## src/rtl/rtc_bus_engine.sv

```systemverilog
`default_nettype none
// ============================================================================
// rtc_bus_engine : multiplexed address/data bus master for the external RTC
// Revision 1.0
// ============================================================================

module rtc_bus_engine #(
    parameter int                DATA_W = 8,
    parameter int                LEN_W  = 3,
    parameter int                T_SU   = 2,
    parameter int                T_PW   = 4,
    parameter int                T_H    = 2,
    parameter int                T_REC  = 2,
    parameter bit                CMD_EN = 1'b1,
    parameter logic [DATA_W-1:0] CMD    = DATA_W'(8'hF0)
) (
    input  logic              clk,
    input  logic              reset,
    input  logic              req,
    input  logic              we,
    input  logic [DATA_W-1:0] addr,
    input  logic [LEN_W-1:0]  len,
    input  logic [DATA_W-1:0] wdata,
    output logic              ready,
    output logic              wdata_take,
    output logic [DATA_W-1:0] rdata,
    output logic              rdata_valid,
    output logic              done,
    output logic              cs_n,
    output logic              rd_n,
    output logic              wr_n,
    output logic              ad,
    output logic [DATA_W-1:0] bus_out,
    output logic              bus_oe,
    input  logic [DATA_W-1:0] bus_in
);

    localparam int c_t_a   = (T_SU > T_PW) ? T_SU : T_PW;
    localparam int c_t_b   = (T_H > T_REC) ? T_H : T_REC;
    localparam int c_t_max = (c_t_a > c_t_b) ? c_t_a : c_t_b;
    localparam int c_cw    = $clog2(c_t_max + 1);

    localparam logic [c_cw-1:0] c_su_ld  = c_cw'(T_SU - 1);
    localparam logic [c_cw-1:0] c_pw_ld  = c_cw'(T_PW - 1);
    localparam logic [c_cw-1:0] c_h_ld   = c_cw'(T_H - 1);
    localparam logic [c_cw-1:0] c_rec_ld = c_cw'(T_REC - 1);

    typedef enum logic [2:0] {
        ST_IDLE = 3'd0,
        ST_CMD  = 3'd1,
        ST_ADDR = 3'd2,
        ST_DATA = 3'd3,
        ST_FIN  = 3'd4
    } state_t;

    typedef enum logic [1:0] {
        PH_SU  = 2'd0,
        PH_PW  = 2'd1,
        PH_H   = 2'd2,
        PH_REC = 2'd3
    } phase_t;

    state_t            r_state, w_state_nxt;
    phase_t            r_phase, w_phase_nxt;
    logic [c_cw-1:0]   r_cnt, w_cnt_nxt;
    logic [LEN_W-1:0]  r_beat, w_beat_nxt;
    logic              w_accept;

    logic              r_we;
    logic [DATA_W-1:0] r_addr;
    logic [LEN_W-1:0]  r_len;

    logic              r_ready, r_take, r_rvalid, r_done, r_rd_cap;
    logic              r_cs_n, r_rd_n, r_wr_n, r_ad, r_oe;
    logic [DATA_W-1:0] r_bus_out, r_rdata;

    logic              w_active, w_is_read, w_first_su, w_drive;

    always_comb begin
        w_state_nxt = r_state;
        w_phase_nxt = r_phase;
        w_cnt_nxt   = r_cnt;
        w_beat_nxt  = r_beat;
        w_accept    = 1'b0;
        case (r_state)
            ST_IDLE: begin
                if (req) begin
                    w_accept    = 1'b1;
                    w_state_nxt = (CMD_EN && !we) ? ST_CMD : ST_ADDR;
                    w_phase_nxt = PH_SU;
                    w_cnt_nxt   = c_su_ld;
                    w_beat_nxt  = '0;
                end
            end
            ST_CMD, ST_ADDR, ST_DATA: begin
                if (r_cnt != '0) begin
                    w_cnt_nxt = r_cnt - c_cw'(1);
                end else begin
                    case (r_phase)
                        PH_SU: begin
                            w_phase_nxt = PH_PW;
                            w_cnt_nxt   = c_pw_ld;
                        end
                        PH_PW: begin
                            w_phase_nxt = PH_H;
                            w_cnt_nxt   = c_h_ld;
                        end
                        PH_H: begin
                            w_phase_nxt = PH_REC;
                            w_cnt_nxt   = c_rec_ld;
                        end
                        default: begin
                            // End of recovery: pick the next bus cycle.
                            w_phase_nxt = PH_SU;
                            w_cnt_nxt   = c_su_ld;
                            case (r_state)
                                ST_CMD:  w_state_nxt = r_we ? ST_FIN : ST_ADDR;
                                ST_ADDR: w_state_nxt = ST_DATA;
                                default: begin
                                    if (r_beat == r_len) begin
                                        w_state_nxt = (r_we && CMD_EN) ? ST_CMD : ST_FIN;
                                    end else begin
                                        w_beat_nxt  = r_beat + LEN_W'(1);
                                        w_state_nxt = ST_ADDR;
                                    end
                                end
                            endcase
                        end
                    endcase
                end
            end
            default: w_state_nxt = ST_IDLE;
        endcase
    end

    // Pins are registered from the current state, so they lag it by one cycle.
    always_comb begin
        w_active   = (r_state == ST_CMD) || (r_state == ST_ADDR) || (r_state == ST_DATA);
        w_is_read  = (r_state == ST_DATA) && !r_we;
        w_first_su = w_active && (r_phase == PH_SU) && (r_cnt == c_su_ld);
        w_drive    = w_active && (r_phase != PH_REC);
    end

    always_ff @(posedge clk or negedge reset) begin
        if (!reset) begin
            r_state   <= ST_IDLE;
            r_phase   <= PH_SU;
            r_cnt     <= '0;
            r_beat    <= '0;
            r_we      <= 1'b0;
            r_addr    <= '0;
            r_len     <= '0;
            r_ready   <= 1'b1;
            r_take    <= 1'b0;
            r_rvalid  <= 1'b0;
            r_done    <= 1'b0;
            r_rd_cap  <= 1'b0;
            r_cs_n    <= 1'b1;
            r_rd_n    <= 1'b1;
            r_wr_n    <= 1'b1;
            r_ad      <= 1'b1;
            r_oe      <= 1'b0;
            r_bus_out <= '0;
            r_rdata   <= '0;
        end else begin
            r_state <= w_state_nxt;
            r_phase <= w_phase_nxt;
            r_cnt   <= w_cnt_nxt;
            r_beat  <= w_beat_nxt;
            if (w_accept) begin
                r_we   <= we;
                r_addr <= addr;
                r_len  <= len;
            end
            r_ready  <= (w_state_nxt == ST_IDLE);
            r_done   <= (r_state == ST_FIN);
            r_cs_n   <= !w_drive;
            r_wr_n   <= !(w_active && (r_phase == PH_PW) && !w_is_read);
            r_rd_n   <= !(w_is_read && (r_phase == PH_PW));
            r_ad     <= !((r_state == ST_CMD) || (r_state == ST_ADDR));
            r_oe     <= w_drive && !w_is_read;
            r_take   <= w_first_su && (r_state == ST_DATA) && r_we;
            r_rd_cap <= w_is_read && (r_phase == PH_PW) && (r_cnt == '0);
            r_rvalid <= r_rd_cap;
            if (r_rd_cap) begin
                r_rdata <= bus_in;
            end
            // Bus value is loaded once per cycle and then held through hold.
            if (w_first_su) begin
                case (r_state)
                    ST_CMD:  r_bus_out <= CMD;
                    ST_ADDR: r_bus_out <= r_addr + DATA_W'(r_beat);
                    default: if (r_we) r_bus_out <= wdata;
                endcase
            end
        end
    end

    assign ready       = r_ready;
    assign wdata_take  = r_take;
    assign rdata       = r_rdata;
    assign rdata_valid = r_rvalid;
    assign done        = r_done;
    assign cs_n        = r_cs_n;
    assign rd_n        = r_rd_n;
    assign wr_n        = r_wr_n;
    assign ad          = r_ad;
    assign bus_out     = r_bus_out;
    assign bus_oe      = r_oe;

endmodule

`default_nettype wire

```

## config.mk

```make
export PLATFORM = sky130hd
export DESIGN_NAME = rtc_bus_engine
export DESIGN_NICKNAME = d
export VERILOG_FILES = /design/src/rtl/rtc_bus_engine.sv
export SDC_FILE = /design/constraint.sdc
export NUM_CORES = 1
export LEC_CHECK = 0
export BUFFER_PORTS_ARGS = -buffer_cell sky130_fd_sc_hd__buf_2
export CAP_MARGIN = 20
export CORE_MARGIN = 1.5
export CORE_UTILIZATION = 50
export DETAILED_ROUTE_END_ITERATION = 6
export PLACE_DENSITY = 0.85
export SYNTH_ARGS = -nofsm -noshare
export SYNTH_HDL_FRONTEND = slang
export SYNTH_SLANG_ARGS = --single-unit
```

## constraint.sdc

```tcl
create_clock -name clk -period 4.4 [get_ports clk]
set_input_delay 0.22 -clock clk [delete_from_list [all_inputs] [get_ports clk]]
set_output_delay 0.22 -clock clk [all_outputs]
set_load 0.01 [all_outputs]
```

==> impl_metrics.toml <==
[synthesis]
synthArstFlopShare_pct = 100.0
synthCells = 215
avgSynthCellArea_sq_um = 11.15
ys_seq_area_share_pct = 51.41
ys_ff_latch = 49
yosys-top-cells-area = "dfrtp_1 (46%), mux2_2 (8.5%), ha_1 (6.3%)"
yosys.area.top_type = "dfrtp_1"
synth.most_common_cell = "dfrtp_1"
synth_edf_count = 0
synth_warnings = 0
synthesis.nets = 259
synth.top_cell.area_share_pct = 45.93
syn_area_sq_um = 2397
synthFlopType = "dfrtp_1"
synthTopCellsByCount = "dfrtp_1 (44), nand2_1 (19), mux2_2 (18), o21ai_0 (18), nor2_1 (15)"
yosysUniqueCellTypes = 42

[critical_path]
cp_max_fo = 15
start_kind = "flip-flop"
path_class = "reg -> reg"
cp.required_ps = 4570
cp.arrival_ps = 2230
critPathCaptureType = "flip-flop"

[clock_network]
cts_tree = "done"
clockRootBuffer = "clkbuf_8"
clock_tree.buffer_depth = 2
cts.repair.resized = 0
cts_max_level = 2
clock_latency_ps = 300
cts_sinks = 49
clk_pin_slew_ps = 80
cts_made_buffers = 5

[floorplan]
die-width_um = 72.25
ios = 56
start_util_pct = 51.44
rows = 25
dieHeight_um = 72.25
die_area_sq_um = 5219
core_area_sq_um = 4661

[final_layout]
diodes = 0
nets = 317
regArea_sq_um = 1232
fin_area_sq_um = 2835
multiInputGateArea_sq_um = 1084
fill_cells = 388
area.growth.synth_to_final_pct = 18.27
drive_gt1_share_pct = 33.21

[pwr]
p_per_area_nw_per_um2 = 663.2
p_leak_nw = 1.376
pwr-share-clk_pct = 13.8
p_seq_share_pct = 42.9
netSwitchingFraction_pct = 38.64
vdd_ir_drop_max_mv = 0.2710
pwr-share-comb_pct = 43.3
p_int_w = 0.001154
p_sw_w = 0.0007265

[flow_run]
cap_violations = 0

[global_routing]
grt_overflow = 0
grt_usage_pct = 18.45
grt_pass1_wl_um = 7348
antenna_found_initial = 0
grt_start_max_net_pins = 50
grt_pass1_vias = 1611

[timing]
final-max-slew-violation-count = 0
layout_setup_ws_ps = 2341
finalHoldViolCount = 0
fmax_mhz = 485.8
worst_slew_pin_slew_ps = 612.4
rsz0062_at_grt = "no"
fin_tns_setup_ps = 0
maxSlewHeadroom_pct = 59.00
fin_hold_ws_ps = 115.4
final.min_clock_period_ps = 2059
skew_ps = 7.330
setup_viol = 0
fin_crit_sh_pct = 46.79

[detailed_routing]
ant_nets = 0
vias = 1767
drcViolationCount = 0
dr.first_iter.drc_count = 130
dr.pass1.iters = 4
wl_per_cell_um = 13.57
via_per_inst = 5.387
drt_wl_total_um = 4450

[place]
dpl-instance-area_sq_um = 2704
dpl.hpwl_um = 3269
post-place-ws_ps = 2110
gp_congestion = 0.9124
portBuffers = 55

[run_status]
outcome = "finished, final reports clean"

[hold_path]
hold_class = "in -> reg"
cell type report:
| type | count | share of cell area [%] |
|---|---|---|
| Sequential cell | 49 | 43.47 |
| Multi-Input combinational cell | 147 | 38.22 |
| Timing Repair Buffer | 58 | 11.17 |
| Clock buffer | 8 | 3.177 |
| Tap cell | 54 | 2.383 |
| Inverter | 12 | 1.589 |
cells by family after synthesis:
family / Yosys count / synth area share [%]
XOR/XNOR: 10 / 3.653
multiplexers: 18 / 8.455
buffers and inverters: 19 / 3.392
AO/OA/AOI/OAI: 42 / 11.69
flip-flops: 49 / 51.41
AND/OR/NAND/NOR: 64 / 14.30
adder cells (fa/ha/maj): 13 / 7.098
through the flow:
step	total power [W]	instances	utilization, %
global placement	0.001583	317	58.01
global route	0.002049	328	60.83
finish	0.001880	328	60.83
floorplan	0.001377	215	-
detailed placement	0.001620	317	58.01
CTS	0.001891	325	59.95
power by group through the flow:
stage | clock network, W | logic [W] | registers, W
after global routing | 0.000288 | 0.000924 | 0.000836
after CTS | 0.000268 | 0.000815 | 0.000809
final | 0.000260 | 0.000814 | 0.000807
after global placement | 0 | 0.000778 | 0.000805
after floorplan | 0 | 0.000559 | 0.000819
after detailed placement | 0 | 0.000803 | 0.000817
registers in the layout, indices dropped and copies added (netlist names), 2 cells and up:
signal and cells:
r_addr 8, r_phase 2, r_state 3, r_len 3
r_beat 3, bus_out 8, rdata 8, r_cnt 3
layer usage:
metal / part of all wire (%) / track usage, % / vias up
met5: 0 / 0 / -
met4: 1.8 / 6.709 / 0
met3: 6.4 / 5.556 / 8
met2: 50 / 31.58 / 63
met1: 42 / 22.04 / 827
li1: - / - / 869
repair_timing:
| action | in CTS | in global routing |
|---|---|---|
| buffers inserted | 0 | 0 |
| endpoints found under the hold margin | 0 | 32 |
| hold buffers | 0 | 1 |
layout by cell type, fill, tap and decap left out, drive strengths merged, types with 2 or more instances in the layout:
cell / Yosys / routed
a211oi: 2 / 2
a21oi: 6 / 6
a22o: 2 / 2
a22oi: 3 / 3
a2bb2oi: 2 / 2
a32o: 2 / 2
buf: 4 / 57
clkbuf: 3 / 8
dfrtp: 44 / 44
dfstp: 5 / 5
ha: 12 / 12
inv: 12 / 12
mux2: 18 / 18
nand2: 19 / 19
nand3: 5 / 5
nand4: 2 / 2
nor2: 15 / 15
nor2b: 3 / 3
nor3: 5 / 5
nor3b: 4 / 4
nor4: 2 / 2
o211ai: 2 / 2
o21ai: 18 / 18
o22ai: 2 / 2
or2: 3 / 3
xnor2: 5 / 5
xor2: 5 / 5
worst paths after layout:
path,slack [ps],cells after the start,startpoint,endpoint
worst max-delay path,2340,5,r_state[1],bus_out[5]
worst min-delay path,120,3,addr[1],r_addr[1]
worst max register to register,2340,5,r_state[1],bus_out[5]
worst min register to register,480,2,bus_out[4],bus_out[4]
max in group asynchronous,3620,3,reset,ad
min in group asynchronous,270,2,reset,r_phase[0]
critical path, stage by stage (launching register included):
cell and delay, ps:
dfrtp_1 640, nor2_1 180, nor2_1 430, o211ai_4 240, or2_1 280, a2bb2oi_1 150
Note: power is estimated with default switching activity, not from simulation.
